**config.mk**
```make
export PLATFORM = sky130hd
export DESIGN_NAME = updown_counter
export DESIGN_NICKNAME = d
export VERILOG_FILES = /design/src/rtl/updown_counter.sv
export SDC_FILE = /design/constraint.sdc
export NUM_CORES = 1
export LEC_CHECK = 0
export BUFFER_PORTS_ARGS = -buffer_cell sky130_fd_sc_hd__buf_2
export CAP_MARGIN = 20
export CORE_ASPECT_RATIO = 1.2
export CORE_UTILIZATION = 45
export CTS_BUF_LIST = sky130_fd_sc_hd__clkbuf_8
export DETAILED_ROUTE_END_ITERATION = 8
export PLACE_DENSITY = 0.68
export SLEW_MARGIN = 40
export SYNTH_ARGS = -nofsm -noshare
export SYNTH_HDL_FRONTEND = slang
export SYNTH_SLANG_ARGS = --single-unit
export TNS_END_PERCENT = 100
```
**constraint.sdc**
```tcl
create_clock -name clk -period 3.8 [get_ports clk]
set_clock_uncertainty 0.05 [all_clocks]
set_input_delay 0.95 -clock clk [delete_from_list [all_inputs] [get_ports clk]]
set_output_delay 0.95 -clock clk [all_outputs]
set_load 0.005 [all_outputs]
```
**src/rtl/updown_counter.sv**
```systemverilog
// Parametrised up/down event counter with enable prescaler, synchronous load/clear,
// wrap-or-saturate bounds, a one-cycle terminal-count pulse and a sticky overflow flag.
module updown_counter #(
    parameter int               WIDTH    = 8,
    parameter logic [WIDTH-1:0] MAX_VAL  = {WIDTH{1'b1}},
    parameter int               PRESCALE = 1,
    parameter int               SATURATE = 0
) (
    input  logic             clk,
    input  logic             rstn,
    input  logic             en,
    input  logic             dir,
    input  logic             load,
    input  logic [WIDTH-1:0] load_val,
    input  logic             clr,
    input  logic             ovf_clr,
    output logic [WIDTH-1:0] out,
    output logic             tc,
    output logic             ovf
);

    localparam int            PW         = (PRESCALE > 1) ? $clog2(PRESCALE) : 1;
    localparam logic [PW-1:0] PRESC_LAST = PW'(PRESCALE - 1);

    logic [WIDTH-1:0] r_out;
    logic [PW-1:0]    r_presc;
    logic             r_tc;
    logic             r_ovf;

    logic             w_presc_last;
    logic             w_step;
    logic             w_at_bound;
    logic             w_event;
    logic [WIDTH-1:0] w_next;
    logic [WIDTH-1:0] w_load_clamped;

    assign w_presc_last   = (r_presc == PRESC_LAST);
    // clr and load pre-empt the step, so a suppressed step can never raise ovf.
    assign w_step         = en && !clr && !load && w_presc_last;
    assign w_at_bound     = dir ? (r_out == MAX_VAL) : (r_out == '0);
    assign w_event        = w_step && w_at_bound;
    assign w_load_clamped = (load_val > MAX_VAL) ? MAX_VAL : load_val;

    always_comb begin
        w_next = r_out;
        if (dir) begin
            if (w_at_bound) w_next = (SATURATE != 0) ? MAX_VAL : '0;
            else            w_next = r_out + 1'b1;
        end else begin
            if (w_at_bound) w_next = (SATURATE != 0) ? '0 : MAX_VAL;
            else            w_next = r_out - 1'b1;
        end
    end

    always_ff @(posedge clk or negedge rstn) begin
        if (!rstn) begin
            r_out   <= '0;
            r_presc <= '0;
            r_tc    <= 1'b0;
            r_ovf   <= 1'b0;
        end else begin
            r_tc <= 1'b0;
            // A boundary event beats a coincident ovf_clr.
            if (w_event)      r_ovf <= 1'b1;
            else if (ovf_clr) r_ovf <= 1'b0;

            if (clr) begin
                r_out   <= '0;
                r_presc <= '0;
            end else if (load) begin
                r_out   <= w_load_clamped;
                r_presc <= '0;
            end else if (en) begin
                if (w_presc_last) begin
                    r_presc <= '0;
                    r_out   <= w_next;
                    r_tc    <= w_at_bound;
                end else begin
                    r_presc <= r_presc + 1'b1;
                end
            end
        end
    end

    assign out = r_out;
    assign tc  = r_tc;
    assign ovf = r_ovf;

endmodule

```
==> parameters.txt <==
Parameter                              Value

Placement
  Cell area after placement ... 1040 um^2
  Detailed placement HPWL ... 1890 um
  I/O Buffers ... 24
  Gp weighted congestion ... 0.938

Power
  Switching power of the nets ... 119 uW
  Switching Share ... 0.341
  Total power divided by cell area ... 322 nW/um^2
  Leakage power total ... 0.000471 uW
  Comb power frac ... 0.287
  Part of the total power dissipated in the clock network ... 0.326
  Worst vdd rail ir drop ... 0.139 mV
  Internal portion of total power ... 231 uW
  Sequential group share of total power ... 0.386

Synthesis
  Area contributors post-synth ... sky130_fd_sc_hd__dfrtp_1 26%, sky130_fd_sc_hd__a21oi_1 5.8%, sky130_fd_sc_hd__a221o_1 4.2%, sky130_fd_sc_hd__ha_1 3.9%, sky130_fd_sc_hd__nor2_1 3.9%
  Portion of the post-synthesis area used by sequential elements ... 0.262
  Post-synthesis sequential element count ... 10
  Post-synth EDFFs ... 0
  Most used standard cells in the synthesized netlist ... 11 x sky130_fd_sc_hd__a21oi_1, 10 x sky130_fd_sc_hd__dfrtp_1, 10 x sky130_fd_sc_hd__nor2_1, 9 x sky130_fd_sc_hd__inv_1, 8 x sky130_fd_sc_hd__nand2_1
  Distinct cell type count after synthesis ... 41
  Mapped Area ... 956 um^2
  Most common flop cell mapped by yosys ... sky130_fd_sc_hd__dfrtp_1
  Dominant cell type by area after synthesis ... sky130_fd_sc_hd__dfrtp_1
  Average cell area after synthesis ... 7.84 um^2
  Most common cell in the netlist ... sky130_fd_sc_hd__a21oi_1
  Total number of yosys warnings ... 0
  Cell count after synthesis ... 122
  Area share of the leading cell type in the synthesized netlist ... 0.262
  Proportion of synthesized flip-flops having asynchronous set or reset ... 1.00
  Syn nets ... 140

Global route
  Overflow left after global routing ... 0
  Initial antenna violation count ... 0
  Via count of the first global-routing pass ... 964
  Global-route wire length before repair ... 4460 um
  Largest net degree at the start of global routing ... 21
  Total Routing Usage GR ... 0.262

Detailed routing
  Met2 layer wire length in the routed design ... 1320 um
  Drt drc ... 2
  Router iterations before antenna repair ... 6
  Post-route ant nets ... 0
  Iteration-0 DRC Markers ... 71
  Total via count after detailed routing ... 1,060
  Met1 layer wirelength in the final routing ... 1140 um
  Final routed wire length divided by cell count ... 16.9 um
  Met3 wirelength from detailed routing ... 171 um
  Routed vias/inst ... 6.71
  Wire length after detailed routing ... 2660 um
  Top layer in use ... met4

Clocking
  Clock sink total ... 10
  Count of buffers added by post-CTS timing repair for setup ... 0
  Latest clock arrival within the worst-skew pair ... 0.24 ns
  Max Root-Sink Buffers ... 2
  Level count of the clock H-tree ... 1
  Clock slew at reported path FFs ... 0.05 ns
  CTS tree ... yes
  Cell at the root of the clock tree ... sky130_fd_sc_hd__clkbuf_8
  Total clock buffers created by CTS ... 3
  Hold buffers post-CTS ... 0
  Post-cts repair resize count ... 0

Die
  Boundary Pins ... 25
  Die X ... 44.1 um
  Vertical extent of the die ... 52.5 um
  Core area ... 1910 um^2
  Initial core utilization ... 0.499
  Floorplan row count ... 17
  Total Die Area ... 2310 um^2

Timing
  Max frequency ... 489 MHz
  Setup total negative slack ... 0 ns
  Count of endpoints failing hold in the final timing report ... 0
  Unrepaired setup endpoints after global routing ... no
  Headroom to the max-slew limit ... 0.699
  Post-Route Hold Slack ... 0.472 ns
  Number of pins with negative max-slew slack in the final report ... 0
  Slew at the pin with the worst max-slew slack ... 0.450 ns
  Tmin final ... 2.05 ns
  Ratio of final minimum period to clock period ... 0.538
  Number of setup violations in the final report ... 0

Final layout
  Share of post-route cells with drive strength above 1 ... 0.223
  Number of filler instances in the final layout ... 187
  Antenna diode count ... 0
  Area Overhead vs Synth ... 13.5%
  Area of all placed cells without fillers ... 1080 um^2
  Final net count ... 159

Flow run
  Max capacitance violation total ... 0

Setup path
  Endpoint class of the critical path ... flip-flop
  Class of the most critical setup path ... reg2reg
  Top fanout value on the critical path ... 10
  Data required time of the critical path ... 3.87 ns
  Cell with the largest stage delay on the worst path ... sky130_fd_sc_hd__dfrtp_1
  Delay of the slowest cell on the worst path ... 0.52 ns
  Worst path cell trace ... ha_1 -> nand4_1 -> nor2_1 -> o41ai_1 -> a221o_1
  Critical Path Start Type ... flip-flop
  Critical path arrival ... 2.12 ns
  WP buf/inv ... 0
  Gate family responsible for the most delay along the worst path ... simple AND/OR/NAND/NOR gates

Min path
  Worst min path class ... reg2reg

Outcome
  Outcome ... complete, but fails checks
  Violations in the final reports ... design-rule violations
[worst reg2reg max path, cell delays in order (launching register included)]
cell and delay, ns:
sky130_fd_sc_hd__dfrtp_1 0.52, sky130_fd_sc_hd__ha_1 0.30, sky130_fd_sc_hd__nand4_1 0.23, sky130_fd_sc_hd__nor2_1 0.39, sky130_fd_sc_hd__o41ai_1 0.14, sky130_fd_sc_hd__a221o_1 0.30
[area by class of cell]
cell class / instances / area (um^2) / area share
inverter: 9 / 33.8 / 0.0311
timing repair buffer: 24 / 120 / 0.111
sequential: 10 / 250 / 0.231
multi-input combinational: 93 / 616 / 0.567
tap: 19 / 23.8 / 0.0219
clock buffer: 3 / 41.3 / 0.0381
[cell families after synthesis]
group / count (synthesis) / share of synthesized area
and+or+nand+nor: 47 / 0.270
AOI/OAI and AO/OA: 41 / 0.317
buffers and inverters: 19 / 0.0942
DFF: 10 / 0.262
adders and majority gates: 3 / 0.0393
xor gates and xnor gates: 2 / 0.0183
[metal layers]
layer,up-vias,track usage
met4,0,0.131
met2,61,0.417
li1,501,-
met3,6,0.0448
met5,-,0
met1,492,0.335
[worst paths after layout]
path | slack, ns | from | to | cells after the start
min in group asynchronous | 0.52 | rstn | out[3]$_DFFE_PN0P_ | 1
max reg2reg | 1.75 | out[1]$_DFFE_PN0P_ | out[3]$_DFFE_PN0P_ | 5
max in group asynchronous | 2.96 | rstn | out[1]$_DFFE_PN0P_ | 1
min reg2reg | 0.47 | ovf$_DFFE_PN0P_ | ovf$_DFFE_PN0P_ | 2
min | 0.47 | ovf$_DFFE_PN0P_ | ovf$_DFFE_PN0P_ | 2
max | 1.75 | out[1]$_DFFE_PN0P_ | out[3]$_DFFE_PN0P_ | 5
[state kept, by name, summed over array words and instances (netlist names)]
name and flops:
out 8, ovf 1, tc 1
[power by group through the flow]
stage	logic, uW	clock network, uW	registers [uW]
after floorplan	83.1	0	124
after global placement	98.0	0	136
after detailed placement	98.8	0	136
after CTS	99.6	114	134
after global routing	113	119	137
final	100	114	135
[placed cells by master, fill, tap and decap left out, drive strengths merged, types with 2 or more instances in the layout]
master and instances:
dfrtp 10, nor2 10, a221o 4, nand2b 5, nand2 8, a21oi 11
o211ai 2, clkbuf 3, buf 24, nor3 7, nor2b 2, a31oi 2
ha 3, a221oi 3, nand3 5, and3 2, nor4 3, o41ai 3
inv 9, or3 2, o21ai 3, xnor2 2
[through the flow]
stage | instances | setup slack [ns] | utilization | total power, uW
global route | 158 | 1.62 | 0.567 | 369
detailed placement | 155 | 1.55 | 0.545 | 235
finish | 158 | 1.75 | 0.567 | 350
global placement | 155 | 1.55 | 0.545 | 234
CTS | 158 | 1.79 | 0.567 | 348
floorplan | 122 | 1.72 | - | 207
No activity file was read; power rests on OpenSTA's default activity.
